**src/rtl/lab3_cache_line_xfer_unit.sv**
```systemverilog
// Line transfer engine: expands one spill/refill command into per-word memory
// requests, collects in-order responses, and holds a completion handshake.
module lab3_cache_line_xfer_unit #(
    parameter int WORDS_PER_LINE = 4,
    parameter int ADDR_W         = 32,
    parameter int DATA_W         = 32
) (
    input  logic                             clk,
    input  logic                             reset,
    input  logic                             cmd_val,
    output logic                             cmd_rdy,
    input  logic                             cmd_type,
    input  logic [ADDR_W-1:0]                cmd_line_addr,
    input  logic [WORDS_PER_LINE*DATA_W-1:0] cmd_line_data,
    output logic                             mem_req_val,
    input  logic                             mem_req_rdy,
    output logic                             mem_req_type,
    output logic [ADDR_W-1:0]                mem_req_addr,
    output logic [DATA_W-1:0]                mem_req_data,
    input  logic                             mem_resp_val,
    output logic                             mem_resp_rdy,
    input  logic                             mem_resp_type,
    input  logic [DATA_W-1:0]                mem_resp_data,
    output logic                             req_done,
    output logic                             resp_done,
    output logic                             done_val,
    input  logic                             done_rdy,
    output logic                             done_type,
    output logic [WORDS_PER_LINE*DATA_W-1:0] refill_line,
    output logic                             type_err
);

    localparam int IDX_W   = $clog2(WORDS_PER_LINE);
    localparam int CNT_W   = IDX_W + 1;
    localparam int BYTE_SH = $clog2(DATA_W / 8);
    localparam int LINE_SH = IDX_W + BYTE_SH;
    localparam logic [CNT_W-1:0]  CNT_LAST  = CNT_W'(WORDS_PER_LINE - 1);
    localparam logic [CNT_W-1:0]  CNT_FULL  = CNT_W'(WORDS_PER_LINE);
    localparam logic [ADDR_W-1:0] LINE_MASK = ~((ADDR_W'(1) << LINE_SH) - ADDR_W'(1));

    typedef enum logic [1:0] {
        ST_IDLE,
        ST_XFER,
        ST_DONE
    } state_t;

    state_t state_reg, state_next;

    logic                             type_reg;
    logic [ADDR_W-1:0]                addr_reg;
    logic [WORDS_PER_LINE*DATA_W-1:0] data_reg;
    logic [CNT_W-1:0]                 req_cnt_reg;
    logic [CNT_W-1:0]                 resp_cnt_reg;
    logic                             type_err_reg;
    logic [DATA_W-1:0]                refill_words_reg [WORDS_PER_LINE];
    logic [DATA_W-1:0]                spill_words [WORDS_PER_LINE];

    logic cmd_fire;
    logic req_fire;
    logic resp_fire;

    assign cmd_fire  = cmd_val && cmd_rdy;
    assign req_fire  = mem_req_val && mem_req_rdy;
    assign resp_fire = mem_resp_val && mem_resp_rdy;

    generate
        for (genvar gi = 0; gi < WORDS_PER_LINE; gi++) begin : g_words
            assign spill_words[gi]                 = data_reg[gi*DATA_W +: DATA_W];
            assign refill_line[gi*DATA_W +: DATA_W] = refill_words_reg[gi];
        end
    endgenerate

    always_ff @(posedge clk) begin
        if (reset) begin
            state_reg <= ST_IDLE;
        end else begin
            state_reg <= state_next;
        end
    end

    // Response acceptance is recomputed from counters here rather than from
    // mem_resp_rdy to keep the combinational graph free of self-reads.
    always_comb begin
        state_next   = state_reg;
        cmd_rdy      = 1'b0;
        mem_req_val  = 1'b0;
        mem_resp_rdy = 1'b0;
        done_val     = 1'b0;
        case (state_reg)
            ST_IDLE: begin
                cmd_rdy = 1'b1;
                if (cmd_val) begin
                    state_next = ST_XFER;
                end
            end
            ST_XFER: begin
                mem_req_val  = (req_cnt_reg < CNT_FULL);
                mem_resp_rdy = (resp_cnt_reg < req_cnt_reg);
                if (mem_resp_val && (resp_cnt_reg < req_cnt_reg) && (resp_cnt_reg == CNT_LAST)) begin
                    state_next = ST_DONE;
                end
            end
            ST_DONE: begin
                done_val = 1'b1;
                if (done_rdy) begin
                    state_next = ST_IDLE;
                end
            end
            default: state_next = ST_IDLE;
        endcase
    end

    assign mem_req_type = type_reg;
    assign mem_req_addr = addr_reg + (ADDR_W'(req_cnt_reg) << BYTE_SH);
    assign mem_req_data = type_reg ? spill_words[req_cnt_reg[IDX_W-1:0]] : '0;
    assign req_done     = req_fire && (req_cnt_reg == CNT_LAST);
    assign resp_done    = resp_fire && (resp_cnt_reg == CNT_LAST);
    assign done_type    = type_reg;
    assign type_err     = type_err_reg;

    always_ff @(posedge clk) begin
        if (reset) begin
            type_reg     <= 1'b0;
            addr_reg     <= '0;
            data_reg     <= '0;
            req_cnt_reg  <= '0;
            resp_cnt_reg <= '0;
            type_err_reg <= 1'b0;
            for (int i = 0; i < WORDS_PER_LINE; i++) begin
                refill_words_reg[i] <= '0;
            end
        end else begin
            if (cmd_fire) begin
                type_reg     <= cmd_type;
                addr_reg     <= cmd_line_addr & LINE_MASK;
                data_reg     <= cmd_line_data;
                req_cnt_reg  <= '0;
                resp_cnt_reg <= '0;
                type_err_reg <= 1'b0;
                // A spill leaves the last refilled line visible to the controller.
                if (!cmd_type) begin
                    for (int i = 0; i < WORDS_PER_LINE; i++) begin
                        refill_words_reg[i] <= '0;
                    end
                end
            end
            if (req_fire) begin
                req_cnt_reg <= req_cnt_reg + CNT_W'(1);
            end
            if (resp_fire) begin
                resp_cnt_reg <= resp_cnt_reg + CNT_W'(1);
                if (mem_resp_type != type_reg) begin
                    type_err_reg <= 1'b1;
                end
                if (!type_reg) begin
                    refill_words_reg[resp_cnt_reg[IDX_W-1:0]] <= mem_resp_data;
                end
            end
        end
    end

endmodule

```
**config.mk**
```make
export PLATFORM = sky130hd
export DESIGN_NAME = lab3_cache_line_xfer_unit
export DESIGN_NICKNAME = d
export VERILOG_FILES = /design/src/rtl/lab3_cache_line_xfer_unit.sv
export SDC_FILE = /design/constraint.sdc
export NUM_CORES = 1
export LEC_CHECK = 0
export BUFFER_PORTS_ARGS = -buffer_cell sky130_fd_sc_hd__buf_2
export CORE_AREA = 3 3 236 238
export CTS_BUF_LIST = sky130_fd_sc_hd__clkbuf_8
export DETAILED_ROUTE_END_ITERATION = 6
export DIE_AREA = 0 0 239 241
export GPL_ROUTABILITY_DRIVEN = 0
export SYNTH_ARGS = -nofsm -noshare
export SYNTH_HDL_FRONTEND = slang
export SYNTH_SLANG_ARGS = --single-unit
```
**constraint.sdc**
```tcl
create_clock -name clk -period 4.7 [get_ports clk]
set_clock_uncertainty 0.15 [all_clocks]
set_input_delay 0.235 -clock clk [delete_from_list [all_inputs] [get_ports clk]]
set_output_delay 0.235 -clock clk [all_outputs]
set_load 0.01 [all_outputs]
```
==> results.cfg <==
[yosys]
most_area_consuming_cells_after_synthesis = edfxtp_1, dfxtp_1, nand2_1
synth_top_family_by_area = simple AND/OR/NAND/NOR gates
synthMuxAreaShare = 0.0619
synthesis.area_per_instance_um2 = 10.0
cell_area_after_technology_mapping_um2 = 12300
synth_adder_area_share = 0.0112
synth-warning-count = 0
synth-seq-cells = 294
synth_xor_xnor_area_share = 0.0192
yosys.area_share.simple = 0.203
synth_largest_area_cell = edfxtp_1
ys_seq_area_frac = 0.581
yosysUniqueCellTypes = 46
post_synth_inst_count = 1234
synth_compound_gate_area_share = 0.0740
yosysTopAreaCellShare = 0.312

[route]
drt-initial-drc-count = 500
post-route-drc-count = 0
antenna_left = 0
wirelength_um = 43000
routed_wire_length_per_instance_um = 17.0
drt-vias-per-instance = 4.48
dr.pass1.iters = 5
via_total_after_detailed_routing = 11300

[critical_path]
endpoint = mem_req_addr[30]
worst-endpoint-required_ps = 4320
worstSetupPathType = register to output pin
critical_path.startpoint_type = register
worstSetupEndpointType = output pin
path_max_fanout = 5
timing.reg2reg.setup_slack_ps = 1720
crit-reg2reg-launch = done_type$_SDFFE_PP0P_
crit_arrival_ps = 2660
crit-reg2reg-capture = refill_words_reg[3][26]$_SDFFCE_PN0P_
crit_start = req_cnt_reg[2]$_SDFFE_PP0P_
ff2ff_path_depth = 5

[sta]
finalHoldViolCount = 0
min_cycle_time_layout_ps = 3050
slew_headroom = 0.286
setup_repair_after_global_routing_missed_its_margin = false
report.final.setup_viol = 0
worst_hold_slack_ps = 61.0
slew_violations = 0
fmax_mhz = 328
tightest_slew_ps = 1070
setup_total_negative_slack_ps = 0
final.period_utilization = 0.648

[floorplan]
floorplan.core_area_um2 = 53800
overall_die_height_um = 241
fp-row-count = 85
dieWidth_um = 239
io_pins = 401
floorplan.die_area_um2 = 57600
initial_core_utilization = 0.229

[global_routing]
leftover_overflow_at_the_end_of_global_routing = 0
grt_use_total = 0.143
grt_pass1_wl_um = 64000
antenna_found_initial = 3
grt_max_degree = 98
via_count_of_the_first_global_routing_pass = 11300

[min_path]
worst_hold_path_type = input pin to register
min-delay-start = reset

[power_and_ir_drop]
power.ir.vdd_worst_mv = 0.215
sequentialPowerShare = 0.477
power_frac_clock = 0.406
combinationalPowerShare = 0.117
powerDensity_nw_per_um2 = 337
intPower_mw = 4.48
totalPowerFinal_mw = 6.05
total_leakage_power_nw = 7.51
power.switching_fraction = 0.260
total_switching_power_mw = 1.57

[clock_tree]
clock_tree_from_tritoncts = done
clk_root_buffer_cell = clkbuf_8
clk_path_buf_depth = 3
cts_htree_levels = 2
numClockSinks = 294
post-cts-setup-buffers = 0
tritoncts.num_buffers = 53
cts.clk_slew.worst_paths_ps = 60
clock_insertion_delay_worst_skew_ps = 600
cts_resized = 0

[finish]
fraction_of_layout_cells_with_a_size_suffix_above_1 = 0.300
finalNetCount = 2007
syn2layout_area_growth_pct = 45.5

[run_status]
status = completed

[placement]
place_hpwl_um = 26900
number_of_buffer_cells_added_on_primary_ports = 394

[run]
drv_cap = 0
[logic make-up after synthesis]
logic type                 Yosys count
muxes                               36
DFF                                294
and+or+nand+nor                    552
AOI/OAI and AO/OA                  171
buffers and inverters              142
other                                1
adders and majority gates           11
xor gates and xnor gates            27
[stage by stage]
step / worst slack, ps / area (um^2) / instances / util
2_1_floorplan: 59.0 / 12300 / 1235 / -
3_3_place_gp: 1750 / 14900 / 2244 / 0.278
3_5_place_dp: 1680 / 14900 / 2244 / 0.278
4_1_cts: 1460 / 17900 / 2533 / 0.334
5_1_grt: 1330 / 17900 / 2534 / 0.334
6_report: 1650 / 17900 / 2534 / 0.334
[layout by cell type (no fill, tap or decap), types with 5 or more instances in the layout]
master,n
nor3_1,121
buf_2,393
xnor2_1,18
clkinv_2,7
nand4_1,5
inv_1,57
ha_1,11
xor2_1,9
o21ai_4,5
dfxtp_1,163
mux4_2,32
a21oi_1,157
buf_4,18
and2_1,33
clkinv_1,6
and4_1,5
edfxtp_1,128
nor2_1,19
nor3_2,10
nand2_1,324
dlygate4sd3_1,193
clkbuf_8,64
nand3_1,17
[area by class of cell]
type | count | area (um^2)
clock buffers | 64 | 881
repair buffers | 604 | 4030
well taps | 696 | 871
multi-input cells | 799 | 4620
flip-flops and latches | 294 | 7170
diodes | 1 | 2.50
clock inverters | 32 | 199
fillers | 5417 | 35900
inverters | 44 | 165
[per-layer routing]
metal,routed length [um],GRT usage,up-vias
met5,21,0,-
met4,1220,0.0548,4
met3,3650,0.0355,90
met2,20900,0.250,530
met1,17300,0.170,5373
li1,-,-,5346
[synth_stat cells, drive strengths merged]
library cell / n
or2: 1
nand3: 18
xnor2: 18
o2111ai: 1
nor3b: 1
o211a: 1
and4: 5
edfxtp: 128
a22oi: 2
or3b: 1
a21oi: 158
nor2: 21
buf: 40
nor4: 3
mux2i: 2
o21a: 1
mux2: 2
mux4: 32
nand2: 324
xor2: 9
nor2b: 2
nand2b: 2
o21ai: 6
o41a: 1
inv: 44
nand4: 6
and3: 2
or4: 1
and4bb: 1
ha: 11
conb: 1
and2: 33
o31ai: 1
dfxtp: 166
nor3: 131
clkbuf: 58
[timing repair]
action	in CTS	in global routing
hold buffers	193	0
endpoints found under the setup margin	0	0
endpoints found under the hold margin	293	0
[worst min path at each step]
stage | end | cells after the start
floorplan | data_reg[0]$_SDFFE_PP0P_ | 2
global placement | data_reg[109]$_SDFFE_PP0P_ | 2
detailed placement | data_reg[66]$_SDFFE_PP0P_ | 2
CTS | req_cnt_reg[1]$_SDFFE_PP0P_ | 2
global route | done_type$_SDFFE_PP0P_ | 4
finish | data_reg[9]$_SDFFE_PP0P_ | 2
[power by group through the flow]
stage	sequential, mW	combinational, mW	clock, mW
after global placement	2.94	0.576	0
after floorplan	2.95	0.295	0
after global routing	2.90	0.777	2.67
final	2.89	0.709	2.45
after detailed placement	2.94	0.583	0
after CTS	2.89	0.709	2.56
[worst max-delay path, stage by stage (launching register included)]
cell and delay (ps):
dfxtp_1 500, ha_1 230, ha_1 200, nand2_1 120, or2_0 340, nor4_1 290, xor2_1 220, buf_2 170
(Power assumes the default switching activity.)
